===== src/rtl/vga_pattern_gen_if.sv =====
// Pixel-side bundle of the pattern generator: run-time controls in, RGB/sync/position out.
interface vga_pattern_gen_if #(
    parameter int COLOR_W = 4,
    parameter int POS_W   = 10
);
    logic               i_enable;
    logic [1:0]         i_mode;
    logic [COLOR_W-1:0] o_red;
    logic [COLOR_W-1:0] o_green;
    logic [COLOR_W-1:0] o_blue;
    logic               o_hsync;
    logic               o_vsync;
    logic               o_video_on;
    logic [POS_W-1:0]   o_hpos;
    logic [POS_W-1:0]   o_vpos;
    logic               o_frame_start;

    modport master (
        input  i_enable, i_mode,
        output o_red, o_green, o_blue, o_hsync, o_vsync,
               o_video_on, o_hpos, o_vpos, o_frame_start
    );

    modport slave (
        output i_enable, i_mode,
        input  o_red, o_green, o_blue, o_hsync, o_vsync,
               o_video_on, o_hpos, o_vpos, o_frame_start
    );
endinterface


===== src/rtl/vga_pattern_gen.sv =====
// Parametrised VGA raster timing with four test patterns; every output is one registered
// cycle behind the counter state it reflects. Free-running pixel source, no backpressure.
module vga_pattern_gen #(
    parameter int H_ACTIVE    = 640,
    parameter int H_FRONT     = 16,
    parameter int H_SYNC      = 96,
    parameter int H_BACK      = 48,
    parameter int V_ACTIVE    = 480,
    parameter int V_FRONT     = 10,
    parameter int V_SYNC      = 2,
    parameter int V_BACK      = 33,
    parameter int SYNC_POL    = 0,
    parameter int COLOR_W     = 4,
    parameter int POS_W       = 10,
    parameter int NUM_BARS    = 3,
    parameter int CHECK_LOG2  = 5,
    parameter int SCROLL_STEP = 4
) (
    input  logic              i_pixel_clock,
    input  logic              i_reset_n,
    vga_pattern_gen_if.master vid
);
    typedef logic [POS_W-1:0] pos_t;
    typedef logic [POS_W:0]   pos_x_t;

    localparam int H_TOTAL = H_ACTIVE + H_FRONT + H_SYNC + H_BACK;
    localparam int V_TOTAL = V_ACTIVE + V_FRONT + V_SYNC + V_BACK;
    localparam int BW      = H_ACTIVE / NUM_BARS;

    localparam pos_t   H_LAST       = pos_t'(H_TOTAL - 1);
    localparam pos_t   V_LAST       = pos_t'(V_TOTAL - 1);
    localparam pos_t   H_ACT        = pos_t'(H_ACTIVE);
    localparam pos_t   V_ACT        = pos_t'(V_ACTIVE);
    localparam pos_t   H_ACT_LAST   = pos_t'(H_ACTIVE - 1);
    localparam pos_t   V_ACT_LAST   = pos_t'(V_ACTIVE - 1);
    localparam pos_t   H_SYNC_FIRST = pos_t'(H_ACTIVE + H_FRONT);
    localparam pos_t   H_SYNC_LAST  = pos_t'(H_ACTIVE + H_FRONT + H_SYNC - 1);
    localparam pos_t   V_SYNC_FIRST = pos_t'(V_ACTIVE + V_FRONT);
    localparam pos_t   V_SYNC_LAST  = pos_t'(V_ACTIVE + V_FRONT + V_SYNC - 1);
    localparam pos_x_t H_ACT_X      = pos_x_t'(H_ACTIVE);
    localparam pos_x_t STEP_X       = pos_x_t'(SCROLL_STEP);
    localparam logic   SYNC_ON      = (SYNC_POL != 0);

    pos_t               hcnt_q, hcnt_d;
    pos_t               vcnt_q, vcnt_d;
    logic [1:0]         mode_q, mode_d;
    pos_t               scroll_q, scroll_d;
    logic [COLOR_W-1:0] red_q, red_d;
    logic [COLOR_W-1:0] green_q, green_d;
    logic [COLOR_W-1:0] blue_q, blue_d;
    logic               hsync_q, hsync_d;
    logic               vsync_q, vsync_d;
    logic               video_on_q, video_on_d;
    pos_t               hpos_q, hpos_d;
    pos_t               vpos_q, vpos_d;
    logic               frame_start_q, frame_start_d;

    logic   line_end;
    logic   frame_end;
    logic   in_active;
    logic   rgb_on;
    pos_x_t scroll_sum;
    pos_x_t scroll_x;
    pos_t   bar_x;
    logic [2:0] bar_idx;
    logic [2:0] bar_rgb;
    logic [2:0] pix_rgb;

    // Raster counters plus the once-per-frame updates of mode and scroll offset.
    always_comb begin
        line_end   = (hcnt_q == H_LAST);
        frame_end  = line_end && (vcnt_q == V_LAST);
        hcnt_d     = line_end ? '0 : hcnt_q + pos_t'(1);
        vcnt_d     = vcnt_q;
        if (line_end) begin
            vcnt_d = (vcnt_q == V_LAST) ? '0 : vcnt_q + pos_t'(1);
        end
        mode_d     = mode_q;
        scroll_d   = scroll_q;
        scroll_sum = pos_x_t'(scroll_q) + STEP_X;
        if (frame_end) begin
            mode_d   = vid.i_mode;
            scroll_d = (scroll_sum >= H_ACT_X) ? pos_t'(scroll_sum - H_ACT_X) : pos_t'(scroll_sum);
        end
    end

    // Pixel colour for the current counter state; registered below.
    always_comb begin
        in_active = (hcnt_q < H_ACT) && (vcnt_q < V_ACT);
        rgb_on    = in_active && vid.i_enable;

        scroll_x = pos_x_t'(hcnt_q) + pos_x_t'(scroll_q);
        if (scroll_x >= H_ACT_X) begin
            scroll_x = scroll_x - H_ACT_X;
        end
        bar_x = (mode_q == 2'd2) ? pos_t'(scroll_x) : hcnt_q;

        // The last bar has no upper bound, so it absorbs the division remainder.
        bar_idx = '0;
        for (int k = 1; k < NUM_BARS; k++) begin
            if (bar_x >= pos_t'(k * BW)) begin
                bar_idx = 3'(k);
            end
        end

        case (bar_idx)
            3'd0:    bar_rgb = 3'b100;
            3'd1:    bar_rgb = 3'b010;
            3'd2:    bar_rgb = 3'b001;
            3'd3:    bar_rgb = 3'b110;
            3'd4:    bar_rgb = 3'b011;
            3'd5:    bar_rgb = 3'b101;
            3'd6:    bar_rgb = 3'b111;
            default: bar_rgb = 3'b000;
        endcase

        case (mode_q)
            2'd1:    pix_rgb = {3{hcnt_q[CHECK_LOG2] ^ vcnt_q[CHECK_LOG2]}};
            2'd3:    pix_rgb = {3{(hcnt_q == '0) || (hcnt_q == H_ACT_LAST) ||
                                  (vcnt_q == '0) || (vcnt_q == V_ACT_LAST)}};
            default: pix_rgb = bar_rgb;
        endcase

        red_d         = {COLOR_W{rgb_on & pix_rgb[2]}};
        green_d       = {COLOR_W{rgb_on & pix_rgb[1]}};
        blue_d        = {COLOR_W{rgb_on & pix_rgb[0]}};
        hsync_d       = ((hcnt_q >= H_SYNC_FIRST) && (hcnt_q <= H_SYNC_LAST)) ? SYNC_ON : ~SYNC_ON;
        vsync_d       = ((vcnt_q >= V_SYNC_FIRST) && (vcnt_q <= V_SYNC_LAST)) ? SYNC_ON : ~SYNC_ON;
        video_on_d    = in_active;
        hpos_d        = hcnt_q;
        vpos_d        = vcnt_q;
        frame_start_d = (hcnt_q == '0) && (vcnt_q == '0);
    end

    always_ff @(posedge i_pixel_clock or negedge i_reset_n) begin
        if (!i_reset_n) begin
            hcnt_q        <= '0;
            vcnt_q        <= '0;
            mode_q        <= '0;
            scroll_q      <= '0;
            red_q         <= '0;
            green_q       <= '0;
            blue_q        <= '0;
            hsync_q       <= ~SYNC_ON;
            vsync_q       <= ~SYNC_ON;
            video_on_q    <= 1'b0;
            hpos_q        <= '0;
            vpos_q        <= '0;
            frame_start_q <= 1'b0;
        end else begin
            hcnt_q        <= hcnt_d;
            vcnt_q        <= vcnt_d;
            mode_q        <= mode_d;
            scroll_q      <= scroll_d;
            red_q         <= red_d;
            green_q       <= green_d;
            blue_q        <= blue_d;
            hsync_q       <= hsync_d;
            vsync_q       <= vsync_d;
            video_on_q    <= video_on_d;
            hpos_q        <= hpos_d;
            vpos_q        <= vpos_d;
            frame_start_q <= frame_start_d;
        end
    end

    assign vid.o_red         = red_q;
    assign vid.o_green       = green_q;
    assign vid.o_blue        = blue_q;
    assign vid.o_hsync       = hsync_q;
    assign vid.o_vsync       = vsync_q;
    assign vid.o_video_on    = video_on_q;
    assign vid.o_hpos        = hpos_q;
    assign vid.o_vpos        = vpos_q;
    assign vid.o_frame_start = frame_start_q;
endmodule


===== src/flat_wrapper.sv =====
// flat-port wrapper written by rule: the top's interface ports become plain ports
module vga_pattern_gen_flat 
#(
    parameter int H_ACTIVE    = 640,
    parameter int H_FRONT     = 16,
    parameter int H_SYNC      = 96,
    parameter int H_BACK      = 48,
    parameter int V_ACTIVE    = 480,
    parameter int V_FRONT     = 10,
    parameter int V_SYNC      = 2,
    parameter int V_BACK      = 33,
    parameter int SYNC_POL    = 0,
    parameter int COLOR_W     = 4,
    parameter int POS_W       = 10,
    parameter int NUM_BARS    = 3,
    parameter int CHECK_LOG2  = 5,
    parameter int SCROLL_STEP = 4
)
  (i_pixel_clock, i_reset_n, vid_i_enable, vid_i_mode, vid_o_red, vid_o_green, vid_o_blue, vid_o_hsync, vid_o_vsync, vid_o_video_on, vid_o_hpos, vid_o_vpos, vid_o_frame_start);
  vga_pattern_gen_if #(.COLOR_W(COLOR_W), .POS_W(POS_W)) vid_i ();
  input  logic i_pixel_clock;
  input  logic i_reset_n;
  input wire logic [$bits(vid_i.i_enable)-1:0] vid_i_enable;
  input wire logic [$bits(vid_i.i_mode)-1:0] vid_i_mode;
  output wire logic [$bits(vid_i.o_red)-1:0] vid_o_red;
  output wire logic [$bits(vid_i.o_green)-1:0] vid_o_green;
  output wire logic [$bits(vid_i.o_blue)-1:0] vid_o_blue;
  output wire logic [$bits(vid_i.o_hsync)-1:0] vid_o_hsync;
  output wire logic [$bits(vid_i.o_vsync)-1:0] vid_o_vsync;
  output wire logic [$bits(vid_i.o_video_on)-1:0] vid_o_video_on;
  output wire logic [$bits(vid_i.o_hpos)-1:0] vid_o_hpos;
  output wire logic [$bits(vid_i.o_vpos)-1:0] vid_o_vpos;
  output wire logic [$bits(vid_i.o_frame_start)-1:0] vid_o_frame_start;
  assign vid_i.i_enable = vid_i_enable;
  assign vid_i.i_mode = vid_i_mode;
  assign vid_o_red = vid_i.o_red;
  assign vid_o_green = vid_i.o_green;
  assign vid_o_blue = vid_i.o_blue;
  assign vid_o_hsync = vid_i.o_hsync;
  assign vid_o_vsync = vid_i.o_vsync;
  assign vid_o_video_on = vid_i.o_video_on;
  assign vid_o_hpos = vid_i.o_hpos;
  assign vid_o_vpos = vid_i.o_vpos;
  assign vid_o_frame_start = vid_i.o_frame_start;
  vga_pattern_gen #(.H_ACTIVE(H_ACTIVE), .H_FRONT(H_FRONT), .H_SYNC(H_SYNC), .H_BACK(H_BACK), .V_ACTIVE(V_ACTIVE), .V_FRONT(V_FRONT), .V_SYNC(V_SYNC), .V_BACK(V_BACK), .SYNC_POL(SYNC_POL), .COLOR_W(COLOR_W), .POS_W(POS_W), .NUM_BARS(NUM_BARS), .CHECK_LOG2(CHECK_LOG2), .SCROLL_STEP(SCROLL_STEP)) u_core (.i_pixel_clock(i_pixel_clock), .i_reset_n(i_reset_n), .vid(vid_i));
endmodule

===== config.mk =====
export PLATFORM = sky130hd
export DESIGN_NAME = vga_pattern_gen_flat
export DESIGN_NICKNAME = d
export VERILOG_FILES = /design/src/rtl/vga_pattern_gen_if.sv /design/src/rtl/vga_pattern_gen.sv /design/src/flat_wrapper.sv
export SDC_FILE = /design/constraint.sdc
export NUM_CORES = 1
export LEC_CHECK = 0
export ABC_AREA = 1
export CORE_MARGIN = 2
export CORE_UTILIZATION = 48
export DETAILED_ROUTE_END_ITERATION = 16
export GPL_TIMING_DRIVEN = 0
export PLACE_DENSITY = 0.71
export SYNTH_ARGS = -nofsm -noshare
export SYNTH_HDL_FRONTEND = slang
export SYNTH_SLANG_ARGS = --single-unit

===== constraint.sdc =====
create_clock -name i_pixel_clock -period 2.9 [get_ports i_pixel_clock]
set_input_delay 0.725 -clock i_pixel_clock [delete_from_list [all_inputs] [get_ports i_pixel_clock]]
set_output_delay 0.725 -clock i_pixel_clock [all_outputs]
set_load 0.05 [all_outputs]

# After elaboration in Yosys (flattened, before gate mapping)

Cells that the tools add are included.

Register bits: 59
Output and inout port bits: 36

$add $sub $neg: 6
$lt $le $gt $ge: 10
Equality and inequality tests: 13
Muxes and demuxes: 11
Bitwise logic cells: 4
Reductions and logical operators: 12

Operators by type and width:

| kind                   | number |
|---|---|
| $mux 10                | 5 |
| $eq 10x10->1 const B   | 3 |
| $ge 11x10->1 const B   | 2 |
| $pmux 3 s7             | 1 |
| $add 10x1->10 const B  | 2 |
| $ge 10x9->1 const B    | 2 |
| $logic_not 10->1       | 2 |
| $sub 10x10->10 const B | 2 |
| $add 10x10->11         | 1 |
| $add 10x3->11 const B  | 1 |
| $eq 10x9->1 const B    | 1 |
| $ge 10x10->1 const B   | 1 |
| $ge 10x8->1 const B    | 1 |
| $le 10x10->1 const B   | 1 |
| $le 10x9->1 const B    | 1 |
| $lt 10x10->1 const B   | 1 |
| $lt 10x9->1 const B    | 1 |
| $eq 2x3->1 const B     | 3 |
| $eq 2x2->1 const B     | 4 |
| $logic_and 1x1->1      | 6 |
| $pmux 3 s2             | 1 |
| $eq 2x1->1 const B     | 2 |
| $and 1x1->1            | 3 |
| $logic_not 3->1        | 1 |
| other kinds (4)        | 8 |

# Logic depth before layout (Yosys ltp)

Depth after elaboration: 11
Gate-level depth with buffers: 18
Mapped depth without buffers: 18

# Worst setup path before layout

No wires, ideal clock.

Path kind: flip-flop to flip-flop
From: register u_core.hcnt_q[2]
To: register u_core.vid.o_green[0] (netlist name)
Setup time: 73 ps
Arrival time: 2017 ps
Required time: 2827 ps
Slack: 809 ps
Stages on the path, launching flop included: 19
Path buffers: 0
Clock period less this slack: 2091 ps
Cells stage by stage: dfrtp_1 -> ha_1 -> inv_1 -> fa_1 -> inv_1 -> nand2_1 -> nand3_1 -> nand2_1 -> nand2_2 -> nand2_2 -> nand2_2 -> nand2_1 -> nand2_1 -> nand3_1 -> nand3_1 -> nand2_1 -> nand2_1 -> nand2_1 -> a21oi_2

Cells in the longest elaborated chain, start to end: 11

Ends and longest elaborated chain:

| element                                        | line                                         | RTL |
|---|---|---|
| start, declared                                | vga_pattern_gen.sv:44                        | `pos_t hcnt_q, hcnt_d;` |
| start signal, assigned                         | vga_pattern_gen.sv:151                       | `hcnt_q <= hcnt_d;` |
| $add 10x10->11                                 | vga_pattern_gen.sv:92                        | `scroll_x = pos_x_t'(hcnt_q) + pos_x_t'(scroll_q);` |
| $sub 10x10->10 or $ge 11x10->1 (tied branches) | vga_pattern_gen.sv:94, vga_pattern_gen.sv:93 |  |
| $mux 10                                        | vga_pattern_gen.sv:93                        | `if (scroll_x >= H_ACT_X) begin` |
| $mux 10                                        | vga_pattern_gen.sv:96                        | `bar_x = (mode_q == 2'd2) ? pos_t'(scroll_x) : hcnt_q;` |
| $ge 10x8->1                                    | vga_pattern_gen.sv:101                       | `if (bar_x >= pos_t'(k * BW)) begin` |
| $mux 1                                         | vga_pattern_gen.sv:101                       |  |
| $mux 2                                         | vga_pattern_gen.sv:101                       |  |
| $eq 2x3->1 (tied with other cells)             | vga_pattern_gen.sv:106                       | `case (bar_idx)` |
| $pmux 3 s7                                     | vga_pattern_gen.sv:106                       |  |
| $pmux 3 s2                                     | vga_pattern_gen.sv:117                       | `case (mode_q)` |
| $and 1x1->1 *                                  | vga_pattern_gen.sv:125                       | `green_d = {COLOR_W{rgb_on & pix_rgb[1]}};` |
| net u_core.green_d[0]                          | vga_pattern_gen.sv:49                        | `logic [COLOR_W-1:0] green_q, green_d;` |

Mark *: on every way through the listed nets, which the timed path passes. The rest lies on a longest branch.
A chain may end at the register's enable or synchronous reset.

# Worst setup path after layout

From: register u_core.hcnt_q[2]
To: register u_core.vid.o_green[0] (netlist name)

Cells in the longest elaborated chain, start to end: 11

Ends and longest elaborated chain:

| element                                        | line |
|---|---|
| $add 10x10->11                                 | vga_pattern_gen.sv:92 |
| $sub 10x10->10 or $ge 11x10->1 (tied branches) | vga_pattern_gen.sv:94, vga_pattern_gen.sv:93 |
| $mux 10                                        | vga_pattern_gen.sv:93 |
| $mux 10                                        | vga_pattern_gen.sv:96 |
| $ge 10x8->1                                    | vga_pattern_gen.sv:101 |
| $mux 1                                         | vga_pattern_gen.sv:101 |
| $mux 2                                         | vga_pattern_gen.sv:101 |
| $eq 2x3->1 (tied with other cells)             | vga_pattern_gen.sv:106 |
| $pmux 3 s7                                     | vga_pattern_gen.sv:106 |
| $pmux 3 s2                                     | vga_pattern_gen.sv:117 |
| $and 1x1->1 *                                  | vga_pattern_gen.sv:125 |
| net u_core.green_d[0]                          | vga_pattern_gen.sv:49 |

Marks and branches as above.

==> results.py <==
metrics = {
    "cts": {
        "cts_resized": 0,
        "cts.sinks": 57,
        "clk_pin_slew_ns": 0.07,
        "cts_tree": "done",
        "cts_hold_buf": 0,
        "htree_levels": 3,
        "cts_setup_buffers": 0,
        "cts-root-buf": "clkbuf_8",
        "insertion_delay_ns": 0.34,
        "numCtsBuffers": 9,
        "clockBufferDepth": 2,
    },
    "sta": {
        "holdWs_ns": 0.413,
        "drv_slew": 0,
        "clock.fmax_mhz": 418,
        "post-route-period-util_pct": 82.5,
        "fin_crit_ns": 2.39,
        "worstMarginPinSlew_ns": 0.677,
        "finalClockSkew_ns": 0.00830,
        "setup_violations": 0,
        "hold_violations": 0,
        "slew_headroom_pct": 54.9,
        "rsz0062_at_grt": "no",
    },
    "grt": {
        "grt_util_met2_pct": 31.8,
        "grt_pass1_wl_mm": 11.4,
        "grt_pass1_vias": 2424,
        "grt_use_total_pct": 20.1,
        "grt_use_met1_pct": 26.8,
        "grtUsageMet3_pct": 4.77,
        "grt_max_degree": 31,
        "grt_overflow": 0,
        "antenna_found_initial": 0,
        "top_usage_layer": "met2",
    },
    "placement": {
        "io_buffers": 40,
        "dp_hpwl_mm": 5.01,
        "place.gp.congestion": 0.934,
    },
    "yosys": {
        "yosysTopAreaCell": "dfrtp_1",
        "syn_area_um2": 3170,
        "synth_adder_area_share_pct": 7.74,
        "synth_top_family_by_area": "simple AND/OR/NAND/NOR gates",
        "synth-edff-count": 0,
        "yosysSeqAreaShare_pct": 45.1,
        "yosysWarnings": 0,
        "synth.net_count": 403,
        "syn_avg_cell_area_um2": 8.36,
        "synthXorXnorAreaFrac_pct": 3.87,
        "synthArstFlopShare_pct": 100,
        "synth.area.mux_share_pct": 0,
        "synthSimpleGateAreaFrac_pct": 24.5,
        "synth_cell_types": 39,
        "ys.flop_type": "dfrtp_1",
        "synth_compound_gate_area_share_pct": 9.21,
        "yosysTopAreaCellShare_pct": 43.5,
        "ys_ff_latch": 57,
        "syn-instance-count": 379,
        "synth_area_leaders": "dfrtp_1 (43%), nand2_1 (7.9%), ha_1 (7.1%), inv_1 (6.5%), nor2_1 (4.1%)",
    },
    "worst_hold_path": {
        "hold_path.class": "primary input to async pin",
    },
    "layout": {
        "antennaDiodeCount": 0,
        "drive_gt1_share_pct": 11.2,
        "area_growth_syn_to_layout_pct": 23.1,
        "final_util_pct": 61.4,
        "final_nets": 455,
    },
    "route": {
        "via_per_inst": 5.05,
        "wl_mm": 6.56,
        "drc": 0,
        "wl_per_cell_um": 12.8,
        "ant_nets": 0,
        "dr.pass1.iters": 4,
        "drtIter0Drc": 173,
        "num_vias": 2592,
    },
    "worst_setup_path": {
        "r2r_start": "u_core.hcnt_q[2]",
        "worstSetupStartpointType": "flop",
        "ff2ff_setup_slack_ns": 0.51,
        "required_ns": 3.17,
        "worst_r2r_endpoint": "u_core.vid.o_green[0]",
        "cp-end-kind": "flop",
        "cp_cell_sequence": "ha_1 > inv_1 > fa_1 > o21bai_1 > a21oi_2 > inv_1 > nand2_1 > nand2_1 > nand3_1 > nand2_1 > nor2_2 > nand3_1 > nand2_1 > a21oi_2",
        "startpoint": "u_core.hcnt_q[2]",
        "worstPathArrival_ns": 2.66,
        "critPathBufInv": 2,
        "cp_slowest_stage_delay_ns": 0.52,
        "worstSetupPathType": "flop to flop",
        "path_common_cell": "nand2_1",
        "cp-endpoint": "u_core.vid.o_green[0]",
        "r2r_cells": 14,
        "cp.depth": 14,
        "crit_slowest_cell": "dfrtp_1",
        "critPathTopFamily": "adder cells",
        "crit_fanout": 7,
    },
    "power_and_ir_drop": {
        "pwr-share-clk_pct": 47.6,
        "p_sw_mw": 0.396,
        "leakage_nw": 1.95,
        "p_seq_share_pct": 46.2,
        "vdd_drop_max_v": 0.000499,
        "swShare_pct": 22.8,
        "p_int_mw": 1.34,
        "comb_power_share_pct": 6.2,
        "power_density_nw_per_um2": 446,
    },
    "floorplan": {
        "die_y_um": 85.2,
        "ios": 41,
        "die_w_um": 85.2,
        "coreArea_um2": 6350,
        "start_util_pct": 49.9,
        "design.die.area_um2": 7260,
        "rows": 29,
    },
    "run": {
        "cap_violations": 0,
    },
    "status": {
        "status": "completed",
    },
}
## logic make-up after synthesis
kind of cell	count (synthesis)
compound gates	52
fa+ha+maj	19
buf+inv	71
simple gates	166
xor+xnor	14
flops	57
## flip-flops by register name, summed over array words and instances, names as in the netlist
name                      count
u_core.vcnt_q                10
u_core.hcnt_q                10
u_core.vid.o_hpos            10
u_core.vid.o_blue             1
u_core.vid.o_hsync            1
u_core.vid.o_video_on         1
u_core.vid.o_vpos            10
u_core.vid.o_frame_start      1
u_core.vid.o_red              1
u_core.vid.o_green            1
u_core.vid.o_vsync            1
u_core.scroll_q               8
u_core.mode_q                 2
## cell type report
| type | count | area, µm² |
|---|---|---|
| fillers | 533 | 2450 |
| multi-input cells | 251 | 1440 |
| flip-flops and latches | 57 | 1430 |
| repair buffers | 41 | 415 |
| inverters | 60 | 225 |
| clock buffers | 11 | 141 |
| well taps | 77 | 96.3 |
| clock inverters | 5 | 78.8 |
| plain buffers | 11 | 76.3 |
## Yosys cell counts (2+ instances only)
library cell and n:
o22ai_1 2, nor3_1 12, dfstp_2 2, nand2_2 6, nand4_1 10, nand3_1 24, nand2_1 67, inv_2 4
xor2_1 12, o21a_1 2, buf_4 9, ha_1 18, nand3b_1 2, nor2_1 35, nor4_1 2, a21oi_2 2
dfrtp_1 55, o21ai_0 13, xnor2_1 2, inv_1 55, a21oi_1 26, nor2_2 2
## how the worst min path moves through the flow
| stage | end | slack [ns] |
|---|---|---|
| 2_1_floorplan | u_core.vid.o_vpos[6] | 0.35 |
| 3_3_place_gp | u_core.vid.o_vpos[6] | 0.36 |
| 3_5_place_dp | u_core.vid.o_vpos[6] | 0.40 |
| 4_1_cts | u_core.vid.o_vpos[6] | 0.42 |
| 5_1_grt | u_core.vid.o_vpos[6] | 0.42 |
| 6_report | u_core.scroll_q[7] | 0.41 |
## per-stage QoR
step                instance area [µm²]  std cells  power (mW)  setup slack [ns]  setup TNS (ns)
floorplan                          3170        379       0.879             0.809               0
global placement                   3660        496       0.924            -0.616          -33.68
detailed placement                 3680        497       0.927             0.537               0
CTS                                3900        513        1.76             0.510               0
global route                       3900        513        1.81             0.223               0
finish                             3900        513        1.74             0.506               0
## per-layer routing
metal	wire length, µm	share of wire [%]
met1	3110	47
met2	3060	47
met3	306	4.7
met4	84	1.3
met5	0	0
## power by group through the flow
stage	registers, mW	clock network [mW]	logic [mW]
2_1_floorplan	0.826	0	0.0530
3_3_place_gp	0.818	0	0.106
3_5_place_dp	0.818	0	0.110
4_1_cts	0.803	0.846	0.110
5_1_grt	0.803	0.888	0.116
6_report	0.803	0.828	0.107
## worst reg2reg max path, stage by stage, from the launching register on
cell and delay [ns]:
dfrtp_1 0.52, ha_1 0.23, inv_1 0.05, fa_1 0.40, o21bai_1 0.29, a21oi_2 0.11, inv_1 0.09, nand2_1 0.05
nand2_1 0.06, nand3_1 0.06, nand2_1 0.12, nor2_2 0.05, nand3_1 0.10, nand2_1 0.07, a21oi_2 0.12
## layout by cell type (no fill, tap or decap), types with 4 or more instances in the layout
cell type	netlist	final
a21oi_1	26	26
buf_4	9	9
clkbuf_8	0	10
clkdlybuf4s50_1	0	39
dfrtp_1	55	55
ha_1	18	18
inv_1	55	55
inv_2	4	4
nand2_1	67	67
nand2_2	6	6
nand3_1	24	24
nand4_1	10	10
nor2_1	35	35
nor3_1	12	12
o21ai_0	13	13
xor2_1	12	12
Note: power is estimated with default switching activity, not from simulation.
